==> config.mk <==
export PLATFORM = sky130hd
export DESIGN_NAME = rf_wb_arbiter
export DESIGN_NICKNAME = d
export VERILOG_FILES = /design/src/rtl/rf_wb_arbiter.sv
export SDC_FILE = /design/constraint.sdc
export NUM_CORES = 1
export LEC_CHECK = 0
export CAP_MARGIN = 0
export CORE_ASPECT_RATIO = 1.4
export CORE_MARGIN = 5
export CORE_UTILIZATION = 35
export DETAILED_ROUTE_END_ITERATION = 8
export PLACE_DENSITY_LB_ADDON = 0.1
export SLEW_MARGIN = 15
export SYNTH_ARGS = -nofsm -noshare
export SYNTH_HDL_FRONTEND = slang
export SYNTH_SLANG_ARGS = --single-unit
export TNS_END_PERCENT = 10
==> constraint.sdc <==
create_clock -name clk -period 7.3 [get_ports clk]
set_input_delay 1.095 -clock clk [delete_from_list [all_inputs] [get_ports clk]]
set_output_delay 1.095 -clock clk [all_outputs]
set_load 0.02 [all_outputs]
==> src/rtl/rf_wb_arbiter.sv <==
//============================================================================
// rf_wb_arbiter : merges load and ALU results onto the RF write port  rev 1.0
//============================================================================
`default_nettype none

module rf_wb_arbiter #(
  parameter int DEPTH = 4,
  parameter int CNT_W = 16
) (
  input  logic             clk,
  input  logic             rst_n,
  input  logic             alu_valid,
  output logic             alu_ready,
  input  logic [4:0]       alu_rd,
  input  logic [31:0]      alu_data,
  input  logic             mem_valid,
  input  logic [4:0]       mem_rd,
  input  logic [31:0]      mem_data,
  output logic             rf_we,
  output logic [4:0]       rf_a3,
  output logic [31:0]      rf_wd3,
  output logic [31:0]      pend_mask,
  output logic [CNT_W-1:0] stall_cnt
);

  localparam int PTR_W    = $clog2(DEPTH);
  localparam int CNT_BITS = PTR_W + 1;
  localparam logic [CNT_BITS-1:0] FULL = CNT_BITS'(DEPTH);

  logic [4:0]          fifo_rd_q   [DEPTH];
  logic [31:0]         fifo_data_q [DEPTH];
  logic [PTR_W-1:0]    wr_ptr_q, wr_ptr_d;
  logic [PTR_W-1:0]    rd_ptr_q, rd_ptr_d;
  logic [CNT_BITS-1:0] count_q, count_d;
  logic                rf_we_q, rf_we_d;
  logic [4:0]          rf_a3_q, rf_a3_d;
  logic [31:0]         rf_wd3_q, rf_wd3_d;
  logic [CNT_W-1:0]    stall_q, stall_d;
  logic                alu_acc, mem_sel, push, pop;
  logic [PTR_W-1:0]    pend_idx;

  assign alu_ready = (count_q != FULL);

  always_comb begin
    wr_ptr_d = wr_ptr_q;
    rd_ptr_d = rd_ptr_q;
    count_d  = count_q;
    rf_we_d  = 1'b0;
    rf_a3_d  = rf_a3_q;
    rf_wd3_d = rf_wd3_q;
    stall_d  = stall_q;

    mem_sel = mem_valid && (mem_rd != 5'd0);
    alu_acc = alu_valid && alu_ready;
    pop     = !mem_sel && (count_q != '0);
    // x0 results are accepted but dropped; otherwise queue whenever the port is taken
    push    = alu_acc && (alu_rd != 5'd0) && (mem_sel || (count_q != '0));

    if (mem_sel) begin
      rf_we_d  = 1'b1;
      rf_a3_d  = mem_rd;
      rf_wd3_d = mem_data;
    end else if (pop) begin
      rf_we_d  = 1'b1;
      rf_a3_d  = fifo_rd_q[rd_ptr_q];
      rf_wd3_d = fifo_data_q[rd_ptr_q];
    end else if (alu_acc && (alu_rd != 5'd0)) begin
      rf_we_d  = 1'b1;
      rf_a3_d  = alu_rd;
      rf_wd3_d = alu_data;
    end

    if (push) wr_ptr_d = wr_ptr_q + 1'b1;
    if (pop)  rd_ptr_d = rd_ptr_q + 1'b1;
    if (push && !pop)      count_d = count_q + 1'b1;
    else if (pop && !push) count_d = count_q - 1'b1;

    if (alu_valid && !alu_ready && (stall_q != '1)) stall_d = stall_q + 1'b1;
  end

  always_ff @(posedge clk or negedge rst_n) begin
    if (!rst_n) begin
      wr_ptr_q <= '0;
      rd_ptr_q <= '0;
      count_q  <= '0;
      rf_we_q  <= 1'b0;
      rf_a3_q  <= '0;
      rf_wd3_q <= '0;
      stall_q  <= '0;
    end else begin
      wr_ptr_q <= wr_ptr_d;
      rd_ptr_q <= rd_ptr_d;
      count_q  <= count_d;
      rf_we_q  <= rf_we_d;
      rf_a3_q  <= rf_a3_d;
      rf_wd3_q <= rf_wd3_d;
      stall_q  <= stall_d;
    end
  end

  // Storage needs no reset: only entries inside [rd_ptr, rd_ptr+count) are ever read.
  always_ff @(posedge clk) begin
    if (push) begin
      fifo_rd_q[wr_ptr_q]   <= alu_rd;
      fifo_data_q[wr_ptr_q] <= alu_data;
    end
  end

  always_comb begin
    pend_mask = '0;
    pend_idx  = rd_ptr_q;
    for (int i = 0; i < DEPTH; i++) begin
      pend_idx = rd_ptr_q + PTR_W'(i);
      if (CNT_BITS'(i) < count_q) pend_mask[fifo_rd_q[pend_idx]] = 1'b1;
    end
    if (rf_we_q) pend_mask[rf_a3_q] = 1'b1;
    pend_mask[0] = 1'b0;
  end

  assign rf_we     = rf_we_q;
  assign rf_a3     = rf_a3_q;
  assign rf_wd3    = rf_wd3_q;
  assign stall_cnt = stall_q;

endmodule

`default_nettype wire

==> results.txt <==
The run finished with clean final reports. The clock skew came out at 0.0254 ns. Global routing consumed, over all layers together, 17.5% of the routing resources.

The sequential fraction of the synthesis area is 56.7%. After detailed routing, the average wire length per cell comes to 22.0 µm. For the worst setup path, the data arrival time is 3.82 ns.

After synthesis, the share of flip-flops with an asynchronous set or reset is 29.2%. For this design, the sink count on the clock tree is 209. The longest clock path from root to sink contains 3 buffers. The classification of the worst-slack hold path is reg -> reg. The combined area of the multi-input logic cells is 4240 µm². The ratio of routed vias to standard cells is 5.39. The insertion delay to the later sink of the worst-skew pair came out at 0.51 ns. The endpoint class of the critical path is an output pin. Synthesis produced 820 cells. The ratio of cells with drive above 1 in the final layout is 12.0%. The length of the first detailed-routing pass in iterations is 5. The number of synthesized flops with an enable pin came out at 148. The worst-case vdd ir drop is 0.175 mV. Post-CTS timing repair inserted 0 buffers for setup. The CTS tree is done.

In this run the number of H-tree levels came out at 1. The final critical-path required period is 4.91 ns. The leakage component of the power came out at 4.78 nW. The total of endpoints with negative setup slack in the final report is 0.

After detailed routing, the total wire length is 30.1 mm. The count of nets left with antenna violations once routing finished came out at 0. The leftover overflow at the end of global routing came out at 0. The number of gates resized after CTS is 0. For this run, the leading register cell type out of synthesis is sky130_fd_sc_hd__edfxtp_1. The number of antenna violations at the first check in global routing came to 0.

Setup repair after global routing left no endpoint under its margin. The wire length of the first global-routing pass came out at 45.9 mm. For this run, the number of Yosys warnings is 0.

The number of input and output port buffers inserted came out at 163. The startpoint identified for the worst register-to-register timing path is count_q[1]. Counting flops and latches in the post-synthesis netlist gives 209.

The number of global-route vias before repair is 7681. The setup slack at placement came out at 2.52 ns. The number of antenna diodes in the final layout is 0. The core footprint came out at 29800 µm².

In this run the worst path has a maximum fanout of 37. The required time of the critical path came out at 6.20 ns. The die covers 33700 µm². The worst hold path begins at rf_wd3[30]. The die is 215 µm tall.

Dividing the synthesized area by the synthesized cell count gives 12.8 µm². For this design, the slowest cell found on the critical path is sky130_fd_sc_hd__buf_4. The total design power is 5.56 mW. For this design the ratio of total power to cell area is 421 nW/µm². Pin placement for this block handled 165 I/O pins.

The longest individual stage delay on the worst path came out at 0.66 ns. The post-route DRC violation count is 0. The final count of hold timing violations is 0.

In the post-route analysis, the smallest setup slack over all paths is 2.39 ns. The half-perimeter wire length after detailed placement is 21.3 mm. In this run, the number of DRC markers left after iteration 0 of detailed routing was 409. The signal on the critical path passes through buf_4 -> mux4_2 -> nor2b_1 -> a22oi_1 -> nand3_1 -> clkdlybuf4s50_1. The total clock buffers created by CTS is 23. After synthesis the cells add up to 10500 µm². In this run the clock root is driven by a sky130_fd_sc_hd__clkbuf_16. Counting both buffers and inverters, the worst setup path holds a total of 2. The area growth from synthesis to final layout is 25.4%.

The ratio of final minimum period to clock period is 67.3%. The worst pin sits at a relative slew slack of 26.1%. The number of rows in the core area is 75. The area of all sequential standard cells came out at 5980 µm². The register clock-pin slew on the reported worst setup and hold paths is 0.06 ns. The family with the most delay on the worst path is buffers and inverters.

The critical path starts at rd_ptr_q[0]. After clock tree synthesis, the flow added hold-fix buffers numbering 0. The number of nets in the synthesized netlist is 907. The critical path is of the reg -> out type. Setup total negative slack on the finished layout was measured at 0 ns.

The number of violations of the max-capacitance limit came out at 0. The horizontal die dimension came out at 157 µm. For this run, the post-layout net count is 1053. Fill cells in the final layout number 2814. The starting utilization of the core area came out at 35.3%. Entering global routing, the biggest net connects 65 pins. The count of final max-slew check failures is 0. The synthesized netlist contains 55 unique library cells. Timing would allow up to 204 MHz.

The transition at the pin with the smallest max-transition slack came out at 1.10 ns. At the end of routability-driven placement, the weighted congestion stood at 0.963. The via count of the routed design is 7367. STA classifies the critical path startpoint as a register.
-- cells in the final DEF (no fill, tap or decap), types with 9 or more instances in the layout --
cell and n:
sky130_fd_sc_hd__ha_1 9, sky130_fd_sc_hd__a32oi_1 17, sky130_fd_sc_hd__clkdlybuf4s50_1 162, sky130_fd_sc_hd__clkbuf_16 23, sky130_fd_sc_hd__nand4_1 12, sky130_fd_sc_hd__nor3_1 10
sky130_fd_sc_hd__o21ai_1 9, sky130_fd_sc_hd__nand3_1 37, sky130_fd_sc_hd__mux2i_1 36, sky130_fd_sc_hd__o21ai_0 33, sky130_fd_sc_hd__nor2b_1 18, sky130_fd_sc_hd__nand2_1 87
sky130_fd_sc_hd__a22oi_1 42, sky130_fd_sc_hd__inv_1 10, sky130_fd_sc_hd__buf_4 10, sky130_fd_sc_hd__edfxtp_1 148, sky130_fd_sc_hd__a21oi_1 41, sky130_fd_sc_hd__nor2_1 62
sky130_fd_sc_hd__dfrtp_1 59, sky130_fd_sc_hd__xnor2_1 12, sky130_fd_sc_hd__mux4_2 48
-- per-stage QoR --
step	cell area [µm²]	std cells	hold slack, ns	util (%)
6_report	13200	1368	0.481	44.2
5_1_grt	13200	1368	0.511	44.2
4_1_cts	13200	1368	0.489	44.2
3_5_place_dp	12400	1326	0.474	41.6
3_3_place_gp	12400	1326	0.467	41.6
2_1_floorplan	10500	820	0.534	-
-- where the power goes --
group / internal, mW / total, mW / switching [mW]
Combinational: 1.10 / 2.64 / 1.53
Clock: 0.710 / 1.17 / 0.461
Sequential: 1.56 / 1.75 / 0.192
Total: 3.38 / 5.56 / 2.18
-- synthesized netlist by cell type (5+ instances only) --
master | number | area (µm²)
sky130_fd_sc_hd__buf_4 | 6 | 45.0
sky130_fd_sc_hd__buf_1 | 12 | 45.0
sky130_fd_sc_hd__nand3_1 | 37 | 185
sky130_fd_sc_hd__o21ai_0 | 34 | 170
sky130_fd_sc_hd__inv_1 | 10 | 37.5
sky130_fd_sc_hd__clkbuf_1 | 16 | 60.1
sky130_fd_sc_hd__buf_2 | 9 | 45.0
sky130_fd_sc_hd__mux2_2 | 5 | 56.3
sky130_fd_sc_hd__mux4_2 | 48 | 1080
sky130_fd_sc_hd__a32oi_1 | 17 | 149
sky130_fd_sc_hd__nand2_1 | 87 | 327
sky130_fd_sc_hd__buf_6 | 7 | 78.8
sky130_fd_sc_hd__a21oi_1 | 41 | 205
sky130_fd_sc_hd__mux2i_1 | 36 | 360
sky130_fd_sc_hd__xnor2_1 | 12 | 105
sky130_fd_sc_hd__nand4_1 | 12 | 75.1
sky130_fd_sc_hd__a22oi_1 | 42 | 315
sky130_fd_sc_hd__edfxtp_1 | 148 | 4440
sky130_fd_sc_hd__nor3_1 | 10 | 50.1
sky130_fd_sc_hd__and2_1 | 10 | 62.6
sky130_fd_sc_hd__dfrtp_1 | 61 | 1530
sky130_fd_sc_hd__ha_1 | 9 | 113
sky130_fd_sc_hd__nor2_1 | 62 | 233
sky130_fd_sc_hd__nor3b_1 | 7 | 52.6
sky130_fd_sc_hd__nor2b_1 | 18 | 113
sky130_fd_sc_hd__and3_1 | 7 | 43.8
sky130_fd_sc_hd__o21ai_1 | 8 | 40.0
sky130_fd_sc_hd__xor2_1 | 5 | 43.8
-- state kept, by name (all words and copies together), names as in the netlist --
register and cells:
rd_ptr_q 2, rf_a3 5, wr_ptr_q 2, fifo_rd_q 20, fifo_data_q 128, count_q 3
rf_we 1, stall_cnt 16, rf_wd3 32
-- worst register-to-register path, stage by stage, from the launching register on --
cell and delay (ns):
sky130_fd_sc_hd__dfrtp_1 0.51, sky130_fd_sc_hd__inv_1 0.17, sky130_fd_sc_hd__ha_1 0.34, sky130_fd_sc_hd__a21boi_0 0.17, sky130_fd_sc_hd__nor2_1 0.33, sky130_fd_sc_hd__and2_2 0.64, sky130_fd_sc_hd__buf_4 0.37
-- final cells by class --
| type | instances | area share (%) |
|---|---|---|
| inverters | 10 | 0.284 |
| clock buffers | 30 | 4.71 |
| well taps | 385 | 3.65 |
| flip-flops and latches | 209 | 45.3 |
| clock inverters | 12 | 1.11 |
| multi-input cells | 550 | 32.1 |
| repair buffers | 172 | 12.9 |
-- cell families (layout without fill, tap and decap cells) --
group	count (synthesis)	count (layout)	share of synthesized area, %
AOI/OAI and AO/OA	152	152	9.17
and+or+nand+nor	278	278	13.2
adders and majority gates	9	9	1.07
buffers and inverters	61	224	3.15
xor gates and xnor gates	17	17	1.41
other	1	1	0.0356
DFF	209	209	56.7
muxes	93	93	15.2
-- path summary, 6_finish.rpt --
kind | slack [ns] | cells past startpoint | endpoint
max | 2.39 | 6 | pend_mask[15]
min | 0.48 | 2 | rf_wd3[30]
max reg2reg | 4.44 | 6 | fifo_data_q[2][0]
min reg2reg | 0.48 | 2 | rf_wd3[30]
max in group asynchronous | 5.93 | 1 | rd_ptr_q[0]
min in group asynchronous | 0.70 | 1 | stall_cnt[14]
-- routing by layer --
| metal | share of wire, % | GRT usage [%] | routed length [µm] |
|---|---|---|---|
| met5 | 0 | 0 | 0 |
| met4 | 4.4 | 7.47 | 1330 |
| met3 | 5.7 | 3.28 | 1720 |
| met2 | 52 | 31.1 | 15700 |
| met1 | 38 | 20.3 | 11400 |
No activity file was read; power rests on OpenSTA's default activity.
